--- config.mk ---
export PLATFORM = sky130hd
export DESIGN_NAME = io_mirror_sequencer_flat
export DESIGN_NICKNAME = d
export VERILOG_FILES = /design/src/rtl/memory_controller_pkg.sv /design/src/rtl/io_mirror_sequencer_if.sv /design/src/rtl/io_mirror_lat_cnt.sv /design/src/rtl/io_mirror_sequencer.sv /design/src/flat_wrapper.sv
export SDC_FILE = /design/constraint.sdc
export NUM_CORES = 1
export LEC_CHECK = 0
export ABC_AREA = 1
export CORE_ASPECT_RATIO = 1.25
export CORE_MARGIN = 5
export CORE_UTILIZATION = 46
export CTS_CLUSTER_DIAMETER = 30
export CTS_CLUSTER_SIZE = 14
export DETAILED_ROUTE_END_ITERATION = 8
export GPL_TIMING_DRIVEN = 0
export PLACE_DENSITY = 0.8
export REMOVE_ABC_BUFFERS = 1
export SYNTH_ARGS = -nofsm -noshare
export SYNTH_HDL_FRONTEND = slang
export SYNTH_SLANG_ARGS = --single-unit
--- constraint.sdc ---
create_clock -name clk_in -period 2.15 [get_ports clk_in]
set_clock_uncertainty 0.1 [all_clocks]
set_input_delay 0.3225 -clock clk_in [delete_from_list [all_inputs] [get_ports clk_in]]
set_output_delay 0.3225 -clock clk_in [all_outputs]
set_load 0.02 [all_outputs]
--- src/rtl/memory_controller_pkg.sv ---
`default_nettype none
// ============================================================================
//  Package  : memory_controller_pkg
//  Brief    : Shared state encoding, default I/O addresses and helpers
//  Revision : 1.0
// ============================================================================
package memory_controller_pkg;

    localparam logic [31:0] SWITCH_BASE_ADDR = 32'h0000_F000;
    localparam logic [31:0] LED_BASE_ADDR    = 32'h0000_F004;

    typedef enum logic [2:0] {
        ST_IDLE     = 3'd0,
        ST_SRC_ADDR = 3'd1,
        ST_SRC_WAIT = 3'd2,
        ST_IND_ADDR = 3'd3,
        ST_IND_WAIT = 3'd4,
        ST_WRITE    = 3'd5,
        ST_NEXT     = 3'd6
    } seq_state_e;

    // Channel index width; a single channel still needs one bit.
    function automatic int ch_width(input int num_ch);
        return (num_ch > 1) ? $clog2(num_ch) : 1;
    endfunction

endpackage
`default_nettype wire

--- src/rtl/io_mirror_sequencer_if.sv ---
`default_nettype none
// ============================================================================
//  Interface : io_mirror_sequencer_if
//  Brief     : Memory controller bus between sequencer (master) and memory
//  Revision  : 1.0
// ============================================================================
interface io_mirror_sequencer_if;
    logic [31:0] addr_out;
    logic [31:0] wr_data_out;
    logic [31:0] rd_data_in;
    logic        we_out;

    modport master (output addr_out, output wr_data_out, output we_out, input rd_data_in);
    modport slave  (input addr_out, input wr_data_out, input we_out, output rd_data_in);
endinterface
`default_nettype wire

--- src/rtl/io_mirror_lat_cnt.sv ---
`default_nettype none
// ============================================================================
//  Module   : io_mirror_lat_cnt
//  Brief    : Read-latency wait counter; done_out marks the last wait cycle
//  Revision : 1.0
// ============================================================================
module io_mirror_lat_cnt #(
    parameter int RD_LATENCY = 1
) (
    input  wire logic clk_in,
    input  wire logic rst_in,
    input  wire logic start_in,
    output logic      done_out
);
    localparam int                c_cnt_w = $clog2(RD_LATENCY) + 1;
    localparam logic [c_cnt_w-1:0] c_last = c_cnt_w'(RD_LATENCY - 1);

    logic [c_cnt_w-1:0] r_cnt;
    logic               r_active;

    // Counting starts in the cycle after start_in, i.e. the first wait cycle.
    assign done_out = r_active && (r_cnt == c_last);

    always_ff @(posedge clk_in) begin
        if (rst_in) begin
            r_cnt    <= '0;
            r_active <= 1'b0;
        end else if (start_in) begin
            r_cnt    <= '0;
            r_active <= 1'b1;
        end else if (r_active) begin
            if (done_out) begin
                r_active <= 1'b0;
            end else begin
                r_cnt <= r_cnt + 1'b1;
            end
        end
    end
endmodule
`default_nettype wire

--- src/rtl/io_mirror_sequencer.sv ---
`default_nettype none
// ============================================================================
//  Module   : io_mirror_sequencer
//  Brief    : Round-robin bus master mirroring source words to destinations
//  Revision : 1.0
// ============================================================================
module io_mirror_sequencer
    import memory_controller_pkg::*;
#(
    parameter int NUM_CH     = 2,
    parameter int DATA_W     = 16,
    parameter int RD_LATENCY = 1
) (
    input  wire logic                          clk_in,
    input  wire logic                          rst_in,
    input  wire logic                          enable_in,
    input  wire logic [NUM_CH-1:0][31:0]       src_addr_in,
    input  wire logic [NUM_CH-1:0][31:0]       dst_addr_in,
    input  wire logic [NUM_CH-1:0]             indirect_in,
    input  wire logic [NUM_CH-1:0]             on_change_in,
    io_mirror_sequencer_if.master              bus,
    output logic                               busy_out,
    output logic [ch_width(NUM_CH)-1:0]        ch_out,
    output logic                               pass_done_out
);
    localparam int                 c_ch_w    = ch_width(NUM_CH);
    localparam logic [c_ch_w-1:0]  c_last_ch = c_ch_w'(NUM_CH - 1);

    seq_state_e                      r_state, w_state;
    logic [c_ch_w-1:0]               r_ch, w_ch;
    logic [31:0]                     r_addr, w_addr;
    logic [31:0]                     r_wr_data, w_wr_data;
    logic                            r_we, w_we;
    logic                            r_busy, w_busy;
    logic                            r_pass_done, w_pass_done;
    logic [DATA_W-1:0]               r_data, w_data;
    logic                            r_ind, w_ind;
    logic                            r_onchg, w_onchg;
    logic [31:0]                     r_dst, w_dst;
    logic [NUM_CH-1:0][DATA_W-1:0]   r_last, w_last;
    logic [NUM_CH-1:0]               r_valid, w_valid;
    logic                            w_lat_start;
    logic                            w_lat_done;
    logic                            w_skip;

    io_mirror_lat_cnt #(
        .RD_LATENCY (RD_LATENCY)
    ) u_lat_cnt (
        .clk_in   (clk_in),
        .rst_in   (rst_in),
        .start_in (w_lat_start),
        .done_out (w_lat_done)
    );

    assign w_skip = r_onchg && r_valid[r_ch] && (r_last[r_ch] == r_data);
    assign w_busy = (w_state != ST_IDLE);

    always_ff @(posedge clk_in) begin
        if (rst_in) begin
            r_state     <= ST_IDLE;
            r_ch        <= '0;
            r_addr      <= '0;
            r_wr_data   <= '0;
            r_we        <= 1'b0;
            r_busy      <= 1'b0;
            r_pass_done <= 1'b0;
            r_data      <= '0;
            r_ind       <= 1'b0;
            r_onchg     <= 1'b0;
            r_dst       <= '0;
            r_last      <= '0;
            r_valid     <= '0;
        end else begin
            r_state     <= w_state;
            r_ch        <= w_ch;
            r_addr      <= w_addr;
            r_wr_data   <= w_wr_data;
            r_we        <= w_we;
            r_busy      <= w_busy;
            r_pass_done <= w_pass_done;
            r_data      <= w_data;
            r_ind       <= w_ind;
            r_onchg     <= w_onchg;
            r_dst       <= w_dst;
            r_last      <= w_last;
            r_valid     <= w_valid;
        end
    end

    always_comb begin
        w_state     = r_state;
        w_ch        = r_ch;
        w_addr      = r_addr;
        w_wr_data   = '0;
        w_we        = 1'b0;
        w_pass_done = 1'b0;
        w_data      = r_data;
        w_ind       = r_ind;
        w_onchg     = r_onchg;
        w_dst       = r_dst;
        w_last      = r_last;
        w_valid     = r_valid;
        w_lat_start = 1'b0;

        case (r_state)
            ST_IDLE: begin
                if (enable_in) begin
                    w_state = ST_SRC_ADDR;
                end
            end
            ST_SRC_ADDR: begin
                w_addr      = src_addr_in[r_ch];
                w_ind       = indirect_in[r_ch];
                w_onchg     = on_change_in[r_ch];
                w_dst       = dst_addr_in[r_ch];
                w_lat_start = 1'b1;
                w_state     = ST_SRC_WAIT;
            end
            ST_SRC_WAIT: begin
                if (w_lat_done) begin
                    w_data  = bus.rd_data_in[DATA_W-1:0];
                    w_state = r_ind ? ST_IND_ADDR : ST_WRITE;
                end
            end
            ST_IND_ADDR: begin
                w_addr      = 32'(r_data);
                w_lat_start = 1'b1;
                w_state     = ST_IND_WAIT;
            end
            ST_IND_WAIT: begin
                if (w_lat_done) begin
                    w_data  = bus.rd_data_in[DATA_W-1:0];
                    w_state = ST_WRITE;
                end
            end
            ST_WRITE: begin
                if (!w_skip) begin
                    w_addr        = r_dst;
                    w_wr_data     = 32'(r_data);
                    w_we          = 1'b1;
                    w_last[r_ch]  = r_data;
                    w_valid[r_ch] = 1'b1;
                end
                w_state = ST_NEXT;
            end
            ST_NEXT: begin
                if (r_ch == c_last_ch) begin
                    w_pass_done = 1'b1;
                end
                // On disable the index is kept so a later enable resumes at this channel.
                if (enable_in) begin
                    w_ch    = (r_ch == c_last_ch) ? '0 : r_ch + 1'b1;
                    w_state = ST_SRC_ADDR;
                end else begin
                    w_state = ST_IDLE;
                end
            end
            default: begin
                w_state = ST_IDLE;
            end
        endcase
    end

    assign bus.addr_out    = r_addr;
    assign bus.wr_data_out = r_wr_data;
    assign bus.we_out      = r_we;
    assign busy_out        = r_busy;
    assign ch_out          = r_ch;
    assign pass_done_out   = r_pass_done;
endmodule
`default_nettype wire

--- src/flat_wrapper.sv ---
// flat-port wrapper written by rule: the top's interface ports become plain ports
module io_mirror_sequencer_flat import memory_controller_pkg::*;
#(
    parameter int NUM_CH     = 2,
    parameter int DATA_W     = 16,
    parameter int RD_LATENCY = 1
)
  (clk_in, rst_in, enable_in, src_addr_in, dst_addr_in, indirect_in, on_change_in, busy_out, ch_out, pass_done_out, bus_addr_out, bus_wr_data_out, bus_we_out, bus_rd_data_in);
  io_mirror_sequencer_if bus_i ();
  input  wire logic clk_in;
  input  wire logic rst_in;
  input  wire logic enable_in;
  input  wire logic [NUM_CH-1:0][31:0] src_addr_in;
  input  wire logic [NUM_CH-1:0][31:0] dst_addr_in;
  input  wire logic [NUM_CH-1:0] indirect_in;
  input  wire logic [NUM_CH-1:0] on_change_in;
  output logic busy_out;
  output logic [ch_width(NUM_CH)-1:0] ch_out;
  output logic pass_done_out;
  output wire logic [$bits(bus_i.addr_out)-1:0] bus_addr_out;
  output wire logic [$bits(bus_i.wr_data_out)-1:0] bus_wr_data_out;
  output wire logic [$bits(bus_i.we_out)-1:0] bus_we_out;
  input wire logic [$bits(bus_i.rd_data_in)-1:0] bus_rd_data_in;
  assign bus_addr_out = bus_i.addr_out;
  assign bus_wr_data_out = bus_i.wr_data_out;
  assign bus_we_out = bus_i.we_out;
  assign bus_i.rd_data_in = bus_rd_data_in;
  io_mirror_sequencer #(.NUM_CH(NUM_CH), .DATA_W(DATA_W), .RD_LATENCY(RD_LATENCY)) u_core (.clk_in(clk_in), .rst_in(rst_in), .enable_in(enable_in), .src_addr_in(src_addr_in), .dst_addr_in(dst_addr_in), .indirect_in(indirect_in), .on_change_in(on_change_in), .bus(bus_i), .busy_out(busy_out), .ch_out(ch_out), .pass_done_out(pass_done_out));
endmodule
==> results, run 1 <==
- The synthesized flop and latch total is about 140.
- Summing over every cut layer, the via total after detailed routing is 7,862.
- The max-cap violation count is 0.
- The data arrival at the endpoint of the critical path is 2430 ps.
- The area after detailed placement is ~9000 um2.
- The repair_antennas step left the layout with diodes totalling 0.
- The startpoint identified for the worst hold timing path is u_core.r_valid[0]$_SDFFE_PP0P_.
- The analysis attributes to net switching a power of between 1.5 and 2 mW.
- The global-route wire length before repair is around 37,000 um.
- The final-report hold violation count is 0.
- For this run, the slowest stage of the critical path takes 390 ps.
- The sum of overflow across all layers after global routing is 0.
- The maximum fanout along the worst path is 8.
- Clock-pin slew was measured on the worst setup and hold paths at 60 ps.
- The tree built by TritonCTS fans out to 141 sinks.
- The run finished, with violations left.
- The internal portion of total power is 5.282 mW.
- Of the total power, the share spent switching nets is 25.52%.
- The number of global-route vias before repair came to approximately 7.2k.
- The layout overhead on the synthesized area is 51.51%.
- The root cell of the clock tree is sky130_fd_sc_hd__clkbuf_16.
- The final critical-path required period is 2179 ps.
- The maximum clock frequency is 458.9 MHz.
- The slew at the pin closest to its max-slew limit is 594.3 ps.
- The design draws about 7.1 mW.
- Setup repair after global routing could not meet its margin everywhere.
- Walking the worst path, the cells encountered are buf_16 > buf_12 > nand2_2 > nand2_1 > nand2_1 > o21ai_1 > nor2_1 > nand2_1 > nor2_4 > buf_12 > nand2_4 > nand3_2 > nor2_1.
- Cells fill just over 70% of the core in the end.
- For this block, the initial DRC count from the detailed router was 589.
- The worst hold path was traced through 2 stages.
- The share of the yosys chip area belonging to registers is between 40% and 50%.
- In this run the deepest clock path goes through 2 buffers.
- The total die area is 17,920 um2.
- The detailed-route DRC error count is 0.
- From bottom edge to top edge, the die measures 148.4 um.
- In this run the register-to-register setup slack is -30 ps.
- Once layout is done, the placed cells without fillers occupy 10,680 um2.
- The worst-case setup slack after placement is -1716 ps.
- The number of port buffers is around 200.
- In this design, the largest share of critical-path delay is due to simple AND/OR/NAND/NOR gates.
- Headroom to the max-slew limit came out at 60.38%.
- Dividing total power by cell area gives a power density of 663.8 nW/um2.
- The number of setup violations in the final report is 10.
- The number of CTS-inserted buffers is 17.
- In this run the static leakage power is about 4.6 nW.
- Of the cells placed in the final design, the portion with a size suffix greater than 1 is 14.12%.
- The count of cell types in the netlist is 30.
- The cell count after synthesis is roughly 1.1k.
- The initial core utilization is 46.97%.
- The count of TritonRoute iterations in the first routing pass is 6.
- The required time of the critical path is 2400 ps.
- Combinational logic is responsible for 16.8% of the overall power.
- The share of total power dissipated in sequential elements is 39.7%.
- Across every metal layer, demand over resource in global routing totals 26.54%.
- The tightest hold margin is roughly 350 ps.
- The number of buffer and inverter instances along the worst setup path is 3.
- The hold buffer count at cts is 0.
- The startpoint class of the critical path is a flop.
- The via density per instance is 5.370.
- The floorplan has 50 rows.
- The number of max-slew violations in the final report is 0.
- The clock network is responsible for a little over two fifths of the overall power.
- The number of antenna violations at the first check in global routing came to 0.
- The startpoint-to-endpoint class of the critical path is flop to flop.
- The capturing point of the worst reg2reg path is u_core.bus.wr_data_out[15]$_SDFF_PP0_.
- The I/O pin count is approximately 240.
- The latest clock arrival within the worst-skew pair is 430 ps.
- The final reports fail on setup timing.
- TritonCTS built the clock tree.
- Across all setup checks in the final design, the least slack found is -29.36 ps.
- The core region is ~15,000 um2.
- VDD sags by at most ~0.48 mV.
- Detailed placement finished with a half-perimeter wire length of 13,470 um.
- The number of fill cells in the layout is 1,174.
- In this run the horizontal extent of the chip is 120.7 um.
- After the last flow step, the layout net total stands at 1,437.
- The type of the tightest min-delay check is flop to flop.
- The mean area per synthesized cell is 6.621 um2.
- The count of warnings emitted by yosys is 0.
- The number of cells on the worst reg-to-reg path is 13.
- The slowest stage of the critical path is the sky130_fd_sc_hd__dfxtp_4 cell.
- The clock tree synthesis step divided the H-tree into 4 levels.
- STA classifies the critical path endpoint as a flop.
- After detailed routing, the average wire length per cell comes to 17.82 um.
- The pin count of the biggest net entering global routing is 117.
- At the end of routability-driven placement, the weighted congestion stood at 0.7911.
- The worst hold path endpoint is u_core.r_valid[0]$_SDFFE_PP0P_.
- The cell area after synthesis is 7052 um2.
- The startpoint identified for the worst register-to-register timing path is u_core.ch_out$_SDFFE_PP0P_.
- After layout, the worst path uses 101.4% of the clock period.
- Wires add up to 26,090 um.
- The most frequent cell on the critical path is sky130_fd_sc_hd__nand2_1.
- The count of nets left with antenna violations once routing finished came out at 0.
[sequential cells by signal (all words and copies together) (netlist names)]
name,count
u_core.pass_done_out,1
u_core.r_dst,32
u_core.r_data,16
u_core.bus.addr_out,32
u_core.r_onchg,1
u_core.u_lat_cnt.r_cnt,1
u_core.ch_out,1
u_core.r_last,32
u_core.u_lat_cnt.r_active,1
u_core.r_valid,2
u_core.r_state,3
u_core.bus.we_out,1
u_core.bus.wr_data_out,16
u_core.r_ind,1
u_core.busy_out,1
[final cells by class]
cell class	count	area [um2]	share of cell area [%]
multi-input combinational	747	4000	37.44
timing repair inverter	4	40.04	0.3748
tap	182	227.7	2.131
inverter	129	530.5	4.965
sequential	141	2826	26.46
timing repair buffer	230	2441	22.85
clock buffer	21	481.7	4.509
clock inverter	10	136.4	1.276
[cells by family (layout without fill, tap and decap cells)]
| logic type | after synthesis | after routing | share of synthesized area [%] |
|---|---|---|---|
| AND/OR/NAND/NOR | 512 | 532 | 29.67 |
| AO/OA/AOI/OAI | 199 | 199 | 16.57 |
| buffers and inverters | 212 | 394 | 13.68 |
| other | 1 | 16 | 0.05318 |
| flip-flops | 141 | 141 | 40.03 |
[tightest hold or removal path, cell delays in order (launching register included)]
cell                      delay (ps)
sky130_fd_sc_hd__dfxtp_1         310
sky130_fd_sc_hd__inv_1            40
sky130_fd_sc_hd__a21oi_1          50
[synthesized netlist by cell type, drive strengths merged]
| library cell | instances | share of area, % |
|---|---|---|
| nand2 | 278 | 15 |
| and3 | 1 | 0.089 |
| clkinv | 1 | 0.053 |
| clkbuf | 47 | 2.5 |
| o32ai | 16 | 2.0 |
| a31oi | 1 | 0.089 |
| buf | 36 | 4.3 |
| nor3 | 1 | 0.071 |
| o211ai | 19 | 2.0 |
| or2 | 16 | 1.4 |
| dfxtp | 141 | 40 |
| nor2 | 164 | 8.8 |
| a21oi | 88 | 6.2 |
| conb | 1 | 0.053 |
| a311oi | 1 | 0.12 |
| nand3 | 52 | 4.1 |
| o21ai | 58 | 4.1 |
| o221ai | 16 | 2.0 |
| inv | 128 | 6.8 |
[stage by stage]
stage | setup TNS [ps] | std cells
2_1_floorplan | -233280 | 997
3_3_place_gp | -508820 | 1381
3_5_place_dp | -132840 | 1385
4_1_cts | 0 | 1452
5_1_grt | -4185 | 1464
6_report | -120.6 | 1464
[per-layer routing]
layer,wire length (um),vias up,GRT usage (%)
met5,0,-,0
met4,1285,0,13.10
met3,2089,92,6.542
met2,13200,405,46.80
met1,9516,3572,29.69
li1,-,3793,-
[repair_timing]
item                       4_1_cts  5_1_grt
cloned                          19        8
resized for setup               37       78
setup endpoints to repair      121       83
pin swaps                       12       44
buffers inserted                17        4
[worst max path at each step]
stage	startpoint	endpoint	slack [ps]	cells past startpoint
2_1_floorplan	u_core.ch_out$_SDFFE_PP0P_	u_core.bus.addr_out[0]$_SDFFE_PP0P_	-2220	13
3_3_place_gp	u_core.ch_out$_SDFFE_PP0P_	u_core.bus.addr_out[26]$_SDFFE_PP0P_	-4320	13
3_5_place_dp	u_core.r_state[0]$_SDFF_PP0_	u_core.bus.addr_out[7]$_SDFFE_PP0P_	-1720	9
4_1_cts	u_core.ch_out$_SDFFE_PP0P_	ch_out	30	2
5_1_grt	u_core.ch_out$_SDFFE_PP0P_	u_core.r_last[18]$_SDFFE_PP0P_	-120	13
6_report	u_core.ch_out$_SDFFE_PP0P_	u_core.bus.wr_data_out[15]$_SDFF_PP0_	-30	13
[placed cells by master (no fill, tap or decap), types with 2 or more instances in the layout]
cell                              instances
sky130_fd_sc_hd__nand2_1                245
sky130_fd_sc_hd__clkdlybuf4s50_1        202
sky130_fd_sc_hd__nor2_1                 150
sky130_fd_sc_hd__dfxtp_1                140
sky130_fd_sc_hd__inv_1                  125
sky130_fd_sc_hd__a21oi_1                 88
sky130_fd_sc_hd__o21ai_0                 51
sky130_fd_sc_hd__nand2_2                 28
sky130_fd_sc_hd__nand3_2                 25
sky130_fd_sc_hd__nand3_1                 23
sky130_fd_sc_hd__o211ai_1                19
sky130_fd_sc_hd__clkbuf_16               18
sky130_fd_sc_hd__o32ai_1                 16
sky130_fd_sc_hd__or2_2                   16
sky130_fd_sc_hd__o221ai_1                16
sky130_fd_sc_hd__conb_1                  16
sky130_fd_sc_hd__nand2_8                 13
sky130_fd_sc_hd__nand3_4                 13
sky130_fd_sc_hd__buf_4                   13
sky130_fd_sc_hd__nor2_2                  10
sky130_fd_sc_hd__buf_12                   6
sky130_fd_sc_hd__o21ai_1                  5
sky130_fd_sc_hd__clkinvlp_4               5
sky130_fd_sc_hd__nor2_4                   4
sky130_fd_sc_hd__nand2_4                  3
sky130_fd_sc_hd__clkinv_2                 3
sky130_fd_sc_hd__bufinv_16                3
sky130_fd_sc_hd__bufbuf_16                3
sky130_fd_sc_hd__buf_6                    3
sky130_fd_sc_hd__o21ai_2                  2
sky130_fd_sc_hd__clkbuf_8                 2
sky130_fd_sc_hd__inv_6                    2
sky130_fd_sc_hd__inv_8                    2
sky130_fd_sc_hd__buf_16                   2
[power by group through the flow]
stage          combinational [mW]  sequential (mW)  clock [mW]
6_report                     1.19             2.82        3.09
5_1_grt                      1.29             2.83        3.23
4_1_cts                      1.12             2.81        3.10
3_5_place_dp                 1.05             2.86           0
3_3_place_gp                 1.02             2.86           0
2_1_floorplan               0.437             2.93           0
Power figures use the tool's default switching activity.
==> run 2, diff against run 1 <==
--- a/config.mk
+++ b/config.mk
@@ -9,12 +9,13 @@
 export CORE_ASPECT_RATIO = 1.25
 export CORE_MARGIN = 5
 export CORE_UTILIZATION = 46
-export CTS_CLUSTER_DIAMETER = 30
 export CTS_CLUSTER_SIZE = 14
 export DETAILED_ROUTE_END_ITERATION = 8
 export GPL_TIMING_DRIVEN = 0
+export HOLD_SLACK_MARGIN = 0.12
 export PLACE_DENSITY = 0.8
 export REMOVE_ABC_BUFFERS = 1
 export SYNTH_ARGS = -nofsm -noshare
 export SYNTH_HDL_FRONTEND = slang
 export SYNTH_SLANG_ARGS = --single-unit
+export TNS_END_PERCENT = 10
==> results, run 2 (synthesized netlist as in run 1, its figures left out) <==
- The I/O pin count was 235 (unchanged).
- The tightest min-delay check is of the flop to flop type.
- The data arrival at the endpoint of the critical path came to 2430 ps (about the same).
- The number of fill cells in the layout is 1,187 (+1.1%).
- The final reports fail on setup timing.
- The total non-filler cell area in the finished layout is 10,620 um2 (-0.62%).
- The number of port buffers came to 202 (unchanged).
- The fraction of power consumed by the clock network is 43.6% (about the same).
- The count of TritonRoute iterations in the first routing pass came to 5 (-1).
- The final-report hold violation count came to 0 (unchanged).
- The core utilization of the finished layout is 70.72% (-0.44 points).
- The number of global-route vias before repair is 7,183 (unchanged).
- The detailed-route DRC error count came to 0 (unchanged).
- The hold buffer count at cts is 0 (unchanged).
- The total die area is 17,920 um2 (unchanged).
- The power dissipated by switching net loads is 1.807 mW (-0.14%).
- The final critical-path required period is 2183 ps (+4.106 ps).
- The maximum level of the CTS H-tree is 4 (unchanged).
- The register share of total power is 39.8% (about the same).
- The worst-case setup slack after placement is -1716 ps (unchanged).
- The share of layout cells above drive strength 1 was 12.79% (-1.3 points).
- The number of non-filler instances in the completed layout came to 1,464 (unchanged).
- The die extent in y is 148.4 um (unchanged).
- The startpoint of the worst hold path is u_core.r_valid[0]$_SDFFE_PP0P_.
- The number of nets in the final layout is 1,437 (unchanged).
- The cell total after placement is 1,385 (unchanged).
- Setup repair after global routing could not meet its margin everywhere.
- The max-cap violation count is 0 (unchanged).
- STA classifies the critical path endpoint as a flop.
- The minimum setup slack in the final design was -33.46 ps (-4.106 ps).
- The placement row count is 50 (unchanged).
- The library cell used most frequently in the layout, excluding fill and tap cells, is sky130_fd_sc_hd__nand2_1.
- In the layout the commonest cells are sky130_fd_sc_hd__nand2_1, sky130_fd_sc_hd__clkdlybuf4s50_1, sky130_fd_sc_hd__nor2_1, sky130_fd_sc_hd__dfxtp_1, sky130_fd_sc_hd__inv_1.
- The post-detailed-route count of antenna-violating nets is 0 (unchanged).
- The number of buffers on the longest clock path is 2 (unchanged).
- The register-to-register setup slack was -30 ps (about the same).
- Clock tree synthesis selected as its root buffer the cell sky130_fd_sc_hd__clkbuf_16.
- The final weighted congestion of routability-driven global placement came to 0.7911 (unchanged).
- The static leakage is 4.601 nW (-0.50%).
- The required time of the critical path was 2400 ps (about the same).
- The core box area is 15,010 um2 (unchanged).
- The number of antenna violations at the first check in global routing is 0 (unchanged).
- The number of DRC markers after the initial detailed-route iteration is 560 (-4.9%).
- The logic gate share of total power is 16.6% (-0.2 points).
- The total power divided by cell area was 667.2 nW/um2 (+0.52%).
- The CTS sink count is 141 (unchanged).
- The number of diodes added for antenna fixing is 0 (unchanged).
- The maximum clock frequency is 458.0 MHz (-0.19%).
- The slew at the pin closest to its max-slew limit was 549.0 ps (-45.31 ps).
- The initial core utilization came to 46.97% (unchanged).
- The maximum fanout along the worst path is 8 (unchanged).
- The cell count of the worst hold path was 2 (unchanged).
- The internal portion of total power came to 5.277 mW (about the same).
- The via density per instance is 5.344 (-0.48%).
- The capturing point of the worst reg2reg path is u_core.bus.wr_data_out[15]$_SDFF_PP0_.
- The number of cell instances on the worst register-to-register path came to 13 (unchanged).
- The number of setup violations in the final report is 7 (-3).
- The flow ran to the end, but the final reports show violations.
- The highest ir drop seen on vdd is 0.4891 mV (+1.3%).
- The placed wire-length estimate is 13,470 um (unchanged).
- The area after detailed placement came to 8990 um2 (unchanged).
- The latest clock arrival within the worst-skew pair is 430 ps (about the same).
- The worst slew margin relative to its limit is 63.40% (+3.0 points).
- The clock-pin slew of the registers on the worst-case setup and hold paths is 60 ps (about the same).
- The pin count of the biggest net entering global routing is 117 (unchanged).
- The global-route wire length before repair is 37,130 um (unchanged).
- The number of max-slew violations in the final report is 0 (unchanged).
- The global-route usage over all layers is 26.54% (unchanged).
- TritonCTS built the clock tree.
- The setup path with the least slack is of type flop to flop.
- From synthesis to final layout, the design area changed by 50.57%.
- The sum of overflow across all layers after global routing is 0 (unchanged).
- The switching power share of the total came to 25.51% (about the same).
- The via total after detailed routing is 7,824 (-0.48%).
- The total wirelength of the detailed-routed design is 25,800 um (-1.1%).
- The number of CTS-inserted buffers is 17 (unchanged).
- The origin of the critical flop-to-flop path is u_core.ch_out$_SDFFE_PP0P_.
- The width of the die is 120.7 um (unchanged).
- The average wire length per cell after detail routing is 17.62 um (-1.1%).
- The ratio of final minimum period to clock period is 101.6% (+0.19 points).
- The startpoint class of the critical path is a flop.
- The path with the worst hold slack has its endpoint at u_core.r_valid[0]$_SDFFE_PP0P_.
## run 2: worst max-delay path by stage
| stage | from | endpoint |
|---|---|---|
| after floorplan | u_core.ch_out$_SDFFE_PP0P_ | u_core.bus.addr_out[0]$_SDFFE_PP0P_ |
| after global placement | u_core.ch_out$_SDFFE_PP0P_ | u_core.bus.addr_out[26]$_SDFFE_PP0P_ |
| after detailed placement | u_core.r_state[0]$_SDFF_PP0_ | u_core.bus.addr_out[7]$_SDFFE_PP0P_ |
| after CTS | u_core.ch_out$_SDFFE_PP0P_ | ch_out |
| after global routing | u_core.ch_out$_SDFFE_PP0P_ | u_core.r_last[17]$_SDFFE_PP0P_ |
| final | u_core.ch_out$_SDFFE_PP0P_ | u_core.bus.wr_data_out[15]$_SDFF_PP0_ |
## run 2: routing by layer
layer | up-vias | global-route usage (%) | wire length, um
met5 | - | 0 | 0
met4 | 0 | 13.10 | 1343
met3 | 104 | 6.542 | 1918
met2 | 359 | 46.80 | 13050
met1 | 3557 | 29.69 | 9493
li1 | 3804 | - | -
## run 2: stage by stage
stage / TNS [ps] / hold slack, ps / power (mW)
floorplan: -233280 / 291.6 / 3.369
global placement: -508820 / 336.2 / 3.884
detailed placement: -132840 / 339.9 / 3.911
CTS: 0 / 348.9 / 7.035
global route: -5726 / 367.7 / 7.342
finish: -117.8 / 350.4 / 7.085
## run 2: layout make-up
type / instances / area [um2] / share of cell area (%)
Multi-Input combinational cell: 747 / 3934 / 37.05
Tap cell: 182 / 227.7 / 2.145
Clock inverter: 10 / 136.4 / 1.284
Timing Repair inverter: 4 / 40.04 / 0.3771
Clock buffer: 21 / 481.7 / 4.537
Sequential cell: 141 / 2826 / 26.62
Inverter: 129 / 530.5 / 4.996
Timing Repair Buffer: 230 / 2441 / 22.99
## run 2: timing repair
item                                   CTS  global route
resized for setup                       37            60
setup endpoints to repair              121            83
setup buffers                           17             4
gates cloned                            19             8
pin swaps                               12            39
endpoints found under the hold margin    0             0
## run 2: critical path, cell delays in order (launching register included)
cell and delay, ps:
sky130_fd_sc_hd__dfxtp_4 390, sky130_fd_sc_hd__buf_16 170, sky130_fd_sc_hd__buf_12 120, sky130_fd_sc_hd__nand2_2 40, sky130_fd_sc_hd__nand2_1 90, sky130_fd_sc_hd__nand2_1 60, sky130_fd_sc_hd__o21ai_1 100, sky130_fd_sc_hd__nor2_1 70
sky130_fd_sc_hd__nand2_1 130, sky130_fd_sc_hd__nor2_4 60, sky130_fd_sc_hd__buf_12 140, sky130_fd_sc_hd__nand2_4 170, sky130_fd_sc_hd__nand3_2 280, sky130_fd_sc_hd__nor2_1 180
## run 2: power by group through the flow
stage	combinational (mW)	sequential, mW	clock (mW)
global placement	1.02	2.86	0
global route	1.28	2.83	3.24
floorplan	0.437	2.93	0
CTS	1.12	2.81	3.10
detailed placement	1.05	2.86	0
finish	1.18	2.82	3.09
==> run 3, diff against run 2 <==
--- a/config.mk
+++ b/config.mk
@@ -9,6 +9,7 @@
 export CORE_ASPECT_RATIO = 1.25
 export CORE_MARGIN = 5
 export CORE_UTILIZATION = 46
+export CTS_CLUSTER_DIAMETER = 100
 export CTS_CLUSTER_SIZE = 14
 export DETAILED_ROUTE_END_ITERATION = 8
 export GPL_TIMING_DRIVEN = 0
==> results of run 3 <==
Final layout, timing and power as in run 2 (identical DEF).
==> variant, RTL diff (settings of run 3) <==
Re-encode `seq_state_e` (7 states) as Gray code, 3 bits wide.
--- a/src/rtl/memory_controller_pkg.sv
+++ b/src/rtl/memory_controller_pkg.sv
@@ -12,9 +12,9 @@
     typedef enum logic [2:0] {
-        ST_IDLE     = 3'd0,
-        ST_SRC_ADDR = 3'd1,
-        ST_SRC_WAIT = 3'd2,
-        ST_IND_ADDR = 3'd3,
-        ST_IND_WAIT = 3'd4,
-        ST_WRITE    = 3'd5,
-        ST_NEXT     = 3'd6
+        ST_IDLE     = 3'b000,
+        ST_SRC_ADDR = 3'b001,
+        ST_SRC_WAIT = 3'b011,
+        ST_IND_ADDR = 3'b010,
+        ST_IND_WAIT = 3'b110,
+        ST_WRITE    = 3'b111,
+        ST_NEXT     = 3'b101
     } seq_state_e;
Behaviour: no difference found for any inputs over 10 cycles, from zero or initial values and one cycle with rst_in high; not proved beyond that.
==> variant against run 3 <==
The flow still finishes with violations (negative setup slack); wire length grew 14%; via count rose by 7.6%; synthesized area down 0.85%; global-route usage grew 2.9 points; sequential power is 5% higher; final area down 0.15%; worst setup slack got worse by 210 ps; first-iteration DRC count up 92%; sequential cell count is the same; maximum frequency shrank 8.9%; total power is 4.2% higher; cell count down 2.9%; clock power down 14%; largest power group is now registers.
==> variant: results (changes against run 3) <==
stage,metric,value,unit,change
outcome,status,finished with violations,,unchanged
yosys,Synth area leaders,"dfxtp_1 40%, nand2_1 14%, nor2_1 7.5%, a21oi_1 6.6%, o21ai_0 3.8%",,"was dfxtp_1 40%, nand2_1 15%, nor2_1 8.6%, inv_1 6.8%, a21oi_1 6.2%"
timing,# setup viols final,83,,was 7
route,1st-pass router iterations,6,,was 5
clock_network,post-CTS sizing,68,,was 37
timing,setup_tns,-10890,ps,was -118 ps
yosys,sequential share of the synthesized area,40.4,%,was 40.0%
outcome,failing checks,negative setup slack,,unchanged
placement,Post-DP HPWL,14500,µm,was 13500 µm
timing,Worst slew margin,37.6,%,was 63.4%
pwr,comb pwr,1.76,mW,was 1.18 mW
yosys,post-synth cell types,31,,was 30
pwr,Flop pwr share,40.0,%,was 39.8%
finish,nets,1392,,was 1437
timing,final worst setup slack,-247,ps,was -33.5 ps
pwr,leakage power,4.26,nW,was 4.60 nW
finish,Fill cells,1175,,was 1187
global_route,initial antenna violation count,1,,was 0
global_route,largest net degree at the start of global routing,63,,was 117
route,routed length per instance,20.7,µm,was 17.6 µm
pwr,P_int,5.13,mW,was 5.28 mW
yosys,Synth Area in Compound Gates,17.7,%,was 16.6%
yosys,Synth top cells by count,"267 x nand2_1, 141 x dfxtp_1, 139 x nor2_1",,"was 275 x nand2_1, 162 x nor2_1, 141 x dfxtp_1"
route,First DRT Iteration DRCs,1076,,was 560
global_route,GRT Total Usage,29.5,%,was 26.5%
global_route,first-pass GRT wire length,41100,µm,was 37100 µm
route,via count,8417,,was 7824
variant: cell count changes after synthesis, sizes merged, moves of 25 or more:
cell,run 3,this run
nand4,0,29
inv,128,56
nand3b,0,30
nand3,52,27
variant: final timing paths:
path	from	to	cells after the start
setup reg to reg	u_core.ch_out$_SDFFE_PP0P_	u_core.r_last[13]$_SDFFE_PP0P_	15
setup / recovery	u_core.ch_out$_SDFFE_PP0P_	u_core.r_last[13]$_SDFFE_PP0P_	15
hold / removal	u_core.r_dst[20]$_SDFFE_PP0P_	u_core.r_dst[20]$_SDFFE_PP0P_	2
hold reg to reg	u_core.r_dst[20]$_SDFFE_PP0P_	u_core.r_dst[20]$_SDFFE_PP0P_	2
variant: per-layer routing:
metal | wire length (µm) | track usage (%) | part of all wire (%)
met1 | 10700 | 34.7 | 36
met2 | 14700 | 51.2 | 50
met3 | 2600 | 5.24 | 8.8
met4 | 1390 | 14.9 | 4.7
met5 | 0 | 0 | 0
variant: stage by stage:
| stage | power [mW] | instances | util [%] | hold slack (ps) | area, µm² |
|---|---|---|---|---|---|
| floorplan | 3.79 | 935 | - | 292 | 6540 |
| CTS | 7.29 | 1402 | 68.5 | 354 | 10200 |
| global route | 7.65 | 1421 | 70.9 | 369 | 10600 |
| finish | 7.38 | 1421 | 70.9 | 355 | 10600 |
| detailed placement | 4.53 | 1323 | 59.5 | 346 | 8890 |
| global placement | 4.49 | 1319 | 58.8 | 341 | 8780 |
variant: cell type report:
cell class | instances | area share (%)
inverter | 56 | 2.37
tap | 182 | 2.15
timing repair buffer | 251 | 25.4
timing repair inverter | 5 | 0.330
sequential | 141 | 26.7
clock buffer | 20 | 4.12
clock inverter | 12 | 0.873
multi-input combinational | 753 | 38.1
antenna | 1 | 0.0236
